[src/rtl/gerador_estado_frequencia_pkg.sv]
// Shared encodings and defaults for the state/frequency generator and the seven-segment decoder.
package gerador_estado_frequencia_pkg;

  // Fixed state encodings; the downstream decoder depends on these exact values.
  localparam logic [1:0] ST_OCIOSO   = 2'b00;
  localparam logic [1:0] ST_OPERANDO = 2'b01;
  localparam logic [1:0] ST_ALARME   = 2'b11;
  localparam logic [1:0] ST_FIM      = 2'b10;

  localparam int unsigned DIV_PADRAO      = 12_500_000;
  localparam int unsigned T_ALARME_PADRAO = 4;

endpackage

[src/rtl/gerador_estado_frequencia_divisor.sv]
// Prescaler plus 2-bit animation phase counter with synchronous clear.
module divisor_frequencia
  import gerador_estado_frequencia_pkg::*;
#(
  parameter int unsigned DIV = DIV_PADRAO
) (
  input  logic       CLK,
  input  logic       RESET_N,
  input  logic       clr,
  output logic [1:0] freq,
  output logic       passo,
  output logic       tick
);

  localparam int unsigned W = $clog2(DIV);
  localparam logic [W-1:0] ULTIMO = W'(DIV - 1);

  logic [W-1:0] cnt;

  assign passo = (cnt == ULTIMO);
  // passo is the raw step used by the FSM; tick is masked in the clearing cycle.
  assign tick  = passo & ~clr;

  always_ff @(posedge CLK or negedge RESET_N) begin
    if (!RESET_N) begin
      cnt  <= '0;
      freq <= '0;
    end else if (clr) begin
      cnt  <= '0;
      freq <= '0;
    end else if (passo) begin
      cnt  <= '0;
      freq <= freq + 2'd1;
    end else begin
      cnt  <= cnt + W'(1);
    end
  end

endmodule

[src/rtl/gerador_estado_frequencia.sv]
// Control FSM, input synchronisers and alarm counter driving the seven-segment decoder.
module gerador_estado_frequencia
  import gerador_estado_frequencia_pkg::*;
#(
  parameter int unsigned DIV      = DIV_PADRAO,
  parameter int unsigned T_ALARME = T_ALARME_PADRAO
) (
  input  logic       CLK,
  input  logic       RESET_N,
  input  logic       BTN_INICIO,
  input  logic       BTN_PARA,
  input  logic       SENSOR,
  output logic [1:0] ST,
  output logic [1:0] FREQ,
  output logic       TICK
);

  localparam int unsigned AW = $clog2(T_ALARME + 1);
  localparam logic [AW-1:0] ALVO = AW'(T_ALARME - 1);

  logic [2:0]    sinc_ini, sinc_para;
  logic [1:0]    sinc_sens;
  logic          ev_ini, ev_para, sensor;
  logic [1:0]    prox;
  logic          muda, passo, volta;
  logic [AW-1:0] acnt;

  always_ff @(posedge CLK or negedge RESET_N) begin
    if (!RESET_N) begin
      sinc_ini  <= '0;
      sinc_para <= '0;
      sinc_sens <= '0;
    end else begin
      sinc_ini  <= {sinc_ini[1:0], BTN_INICIO};
      sinc_para <= {sinc_para[1:0], BTN_PARA};
      sinc_sens <= {sinc_sens[0], SENSOR};
    end
  end

  assign ev_ini  = sinc_ini[1] & ~sinc_ini[2];
  assign ev_para = sinc_para[1] & ~sinc_para[2];
  assign sensor  = sinc_sens[1];
  assign volta   = passo & (FREQ == 2'd3);

  always_comb begin
    prox = ST;
    case (ST)
      ST_OCIOSO:   if (ev_ini) prox = ST_OPERANDO;
      ST_OPERANDO: begin
        if (sensor)       prox = ST_ALARME;
        else if (ev_para) prox = ST_OCIOSO;
      end
      // Leave on the edge that completes the last wrap, so FIM starts in step with phase 0.
      ST_ALARME:   if (volta && acnt == ALVO) prox = ST_FIM;
      ST_FIM:      if (ev_ini) prox = ST_OCIOSO;
      default:     prox = ST_OCIOSO;
    endcase
  end

  assign muda = (prox != ST);

  always_ff @(posedge CLK or negedge RESET_N) begin
    if (!RESET_N) begin
      ST   <= ST_OCIOSO;
      acnt <= '0;
    end else begin
      ST <= prox;
      if (muda)
        acnt <= '0;
      else if (ST == ST_ALARME && volta)
        acnt <= acnt + AW'(1);
    end
  end

  divisor_frequencia #(.DIV(DIV)) u_divisor (
    .CLK     (CLK),
    .RESET_N (RESET_N),
    .clr     (muda),
    .freq    (FREQ),
    .passo   (passo),
    .tick    (TICK)
  );

endmodule

[config.mk]
export PLATFORM = sky130hd
export DESIGN_NAME = gerador_estado_frequencia
export DESIGN_NICKNAME = d
export VERILOG_FILES = /design/src/rtl/gerador_estado_frequencia_pkg.sv /design/src/rtl/gerador_estado_frequencia_divisor.sv /design/src/rtl/gerador_estado_frequencia.sv
export SDC_FILE = /design/constraint.sdc
export NUM_CORES = 1
export LEC_CHECK = 0
export BUFFER_PORTS_ARGS = -buffer_cell sky130_fd_sc_hd__buf_2
export CORE_ASPECT_RATIO = 1.75
export CORE_MARGIN = 5
export CORE_UTILIZATION = 54
export CTS_CLUSTER_DIAMETER = 60
export DETAILED_ROUTE_END_ITERATION = 10
export GPL_ROUTABILITY_DRIVEN = 0
export PLACE_DENSITY = 0.81
export SLEW_MARGIN = 15
export SYNTH_ARGS = -nofsm -noshare
export SYNTH_HDL_FRONTEND = slang
export SYNTH_HIERARCHICAL = 1
export SYNTH_SLANG_ARGS = --single-unit
[constraint.sdc]
create_clock -name CLK -period 2.96 [get_ports CLK]
set_clock_uncertainty 0.1 [all_clocks]
set_input_delay 0.148 -clock CLK [delete_from_list [all_inputs] [get_ports CLK]]
set_output_delay 0.148 -clock CLK [all_outputs]
set_load 0.01 [all_outputs]
==> flow_summary.ini <==
[synth]
async_flop_share_pct = 100
avgSynthCellArea_um2 = 10.1
synth_top_area_share_pct = 51.0
synth_area_leader_cell = dfrtp_1
synth_edf_count = 0
synth_area_leaders = dfrtp_1 51%, or4_1 4.3%, a21oi_1 3.9%
syn-num-nets = 197
ys.warnings.count = 6
seq_area_frac_synth_pct = 51.0
synth_top_flop_cell = dfrtp_1
synthesis.area_um2 = 1910
ys_ff_latch = 39
synthCells = 189
yosysUniqueCellTypes = 36

[floorplanning]
initial_core_util_pct = 56.3
io_pins = 10
num_rows = 28
die_x_um = 55.0
dieArea_um2 = 4880
die_h_um = 88.7
core_um2 = 3400

[global_routing]
grt.total_usage_pct = 19.6
antenna_found_initial = 0
grt_pass1_vias = 1600
globalRouteOverflowTotal = 0
grt_max_degree = 40
grt_pass1_wl_um = 7030

[routing]
wl_per_cell_um = 16.5
dr.pass1.iters = 4
postRouteAntennaNets = 0
routed_wl_um = 4310
routed_via_density = 6.02
drtIter0Drc = 58
via_count = 1570
drcViolationCount = 0

[setup_path]
cp_slowest_stage_delay_ps = 550
path_cells = or4b_4 > or4_4 > nor3_4 > and4_4 > nand2_4 > a31oi_4 > buf_6 > nor2b_1 > buf_2
r2r-end = u_divisor/cnt[13]
cp_max_fo = 2
worst-setup-path-type = flip-flop to output pin
worstPathArrival_ps = 2740
worstPathRequired_ps = 2710
startpoint_type = flip-flop
crit_path_end = TICK
worst_path_max_delay_cell = or4b_4
reg2reg_slack_ps = 110
endpoint_kind = output pin
r2r-start = u_divisor/cnt[14]
crit_start = u_divisor/cnt[14]
rr_worst_depth = 9

[outcome]
status = finished, violations left
violations = setup timing

[placement]
port_buffers = 9
hpwl_um = 2950

[hold_path]
hold_class = flip-flop to flip-flop

[finish]
layout_commonest_cell = dfrtp_1
nets = 223
regArea_um2 = 978
diodes = 0
multi_input_area_um2 = 901
syn_to_final_growth_pct = 16.8
layout-drive-gt1-share_pct = 20.4
fill_cells = 265
final_cell_mix = 37 x dfrtp_1, 17 x nor2_1, 15 x a21oi_1
postLayoutCoreUtil_pct = 65.7

[timing]
worst_slack_ps = -29.7
hold_slack_ps = 257
period_needed_ps = 2990
rsz0062_at_grt = true
hold_viol = 0
setup_viol = 1
fin_crit_sh_pct = 101
slew_viol_final = 0
timing.fmax_ghz = 0.334
max-slew-margin-rel_pct = 42.1
tightest_slew_ps = 868

[power]
p_leak_uw = 0.000903
power.density_nw_per_um2 = 572
peakVddDrop_mv = 0.467

[clock_tree]
cts_tree = built
path_clk_slew_ps = 80
clockRootBuffer = clkbuf_8
h-tree-depth = 2
cts_max_path_buffers = 2
numCtsBuffers = 5
insertion_delay_ps = 300
clock_sinks = 39

[run]
cap_violations = 0
-- cell usage after synthesis (all sizes together), types with 3 or more instances --
cell type / number
a21oi: 15
and4: 3
buf: 4
dfrtp: 39
ha: 3
inv: 7
nand2: 15
nand3: 10
nand4: 7
nor2: 17
nor2b: 3
nor3: 3
nor4: 3
o21ai: 5
o31ai: 9
or3: 7
or4: 12
xnor2: 7
xor2: 4
-- registers in the layout (all words and copies together) (netlist names) --
| name | cells |
|---|---|
| acnt | 3 |
| ST | 2 |
| sinc_para | 3 |
| u_divisor/freq | 2 |
| sinc_ini | 3 |
| u_divisor/cnt | 24 |
| sinc_sens | 2 |
-- cell families (layout without fill, tap and decap cells) --
logic type	after synthesis	after routing	synth area share, %
simple gates	87	87	25.9
fa+ha+maj	3	3	1.96
buf+inv	13	40	3.27
compound gates	35	35	12.3
xor+xnor	11	11	5.04
mux	1	1	0.524
flops	39	39	51.0
-- worst max-delay path, delay by kind of cell, from the launching register on --
kind	cells	cell delay, ps
buffers and inverters	2	250
AO/OA/AOI/OAI	1	170
flip-flops	1	390
AND/OR/NAND/NOR	6	1650
-- power breakdown --
part	internal (uW)	leakage [uW]	switching [uW]
combinational	115	0.000348	162
sequential	569	0.000515	61.0
clock	168	0.0000408	201
-- worst min-delay path by stage --
stage | startpoint | to | slack (ps) | cells after the start
3_3_place_gp | SENSOR | sinc_sens[0] | 160 | 1
3_5_place_dp | BTN_PARA | sinc_para[0] | 160 | 1
4_1_cts | sinc_para[0] | sinc_para[1] | 260 | 0
5_1_grt | sinc_sens[0] | sinc_sens[1] | 270 | 0
2_1_floorplan | RESET_N | ST[0] | -250 | 0
6_report | sinc_para[0] | sinc_para[1] | 260 | 0
-- routing by layer --
metal	wire length, um	track usage (%)	share of wire (%)	vias up
met5	0	0	0	-
met3	143	3.71	3.3	8
met1	1730	22.7	40	776
met4	68	8.41	1.6	0
li1	-	-	-	748
met2	2370	33.9	55	38
-- area by class of cell --
type	count	area share [%]
multi-input combinational	137	40.3
tap	45	2.52
sequential	39	43.8
timing repair buffer	25	8.01
clock inverter	3	1.06
clock buffer	5	3.08
inverter	7	1.18
-- timing repair --
action,4_1_cts,5_1_grt
cloned,0,0
hold buffers,4,0
setup endpoints to repair,1,1
hold endpoints to repair,42,0
setup buffers,1,3
resized for setup,3,7
pin swaps,2,3
-- metrics by stage --
step	instance area [um2]	total power (uW)	setup slack, ps	TNS, ps	std cells
final	2230	1280	-29.7	-29.7	261
after global routing	2230	1340	-100	-100	261
after CTS	2190	1280	16.2	0	258
after detailed placement	2040	891	108	0	245
after global placement	2040	871	232	0	245
after floorplan	1910	793	58.4	0	189
Note: power is estimated with default switching activity, not from simulation.
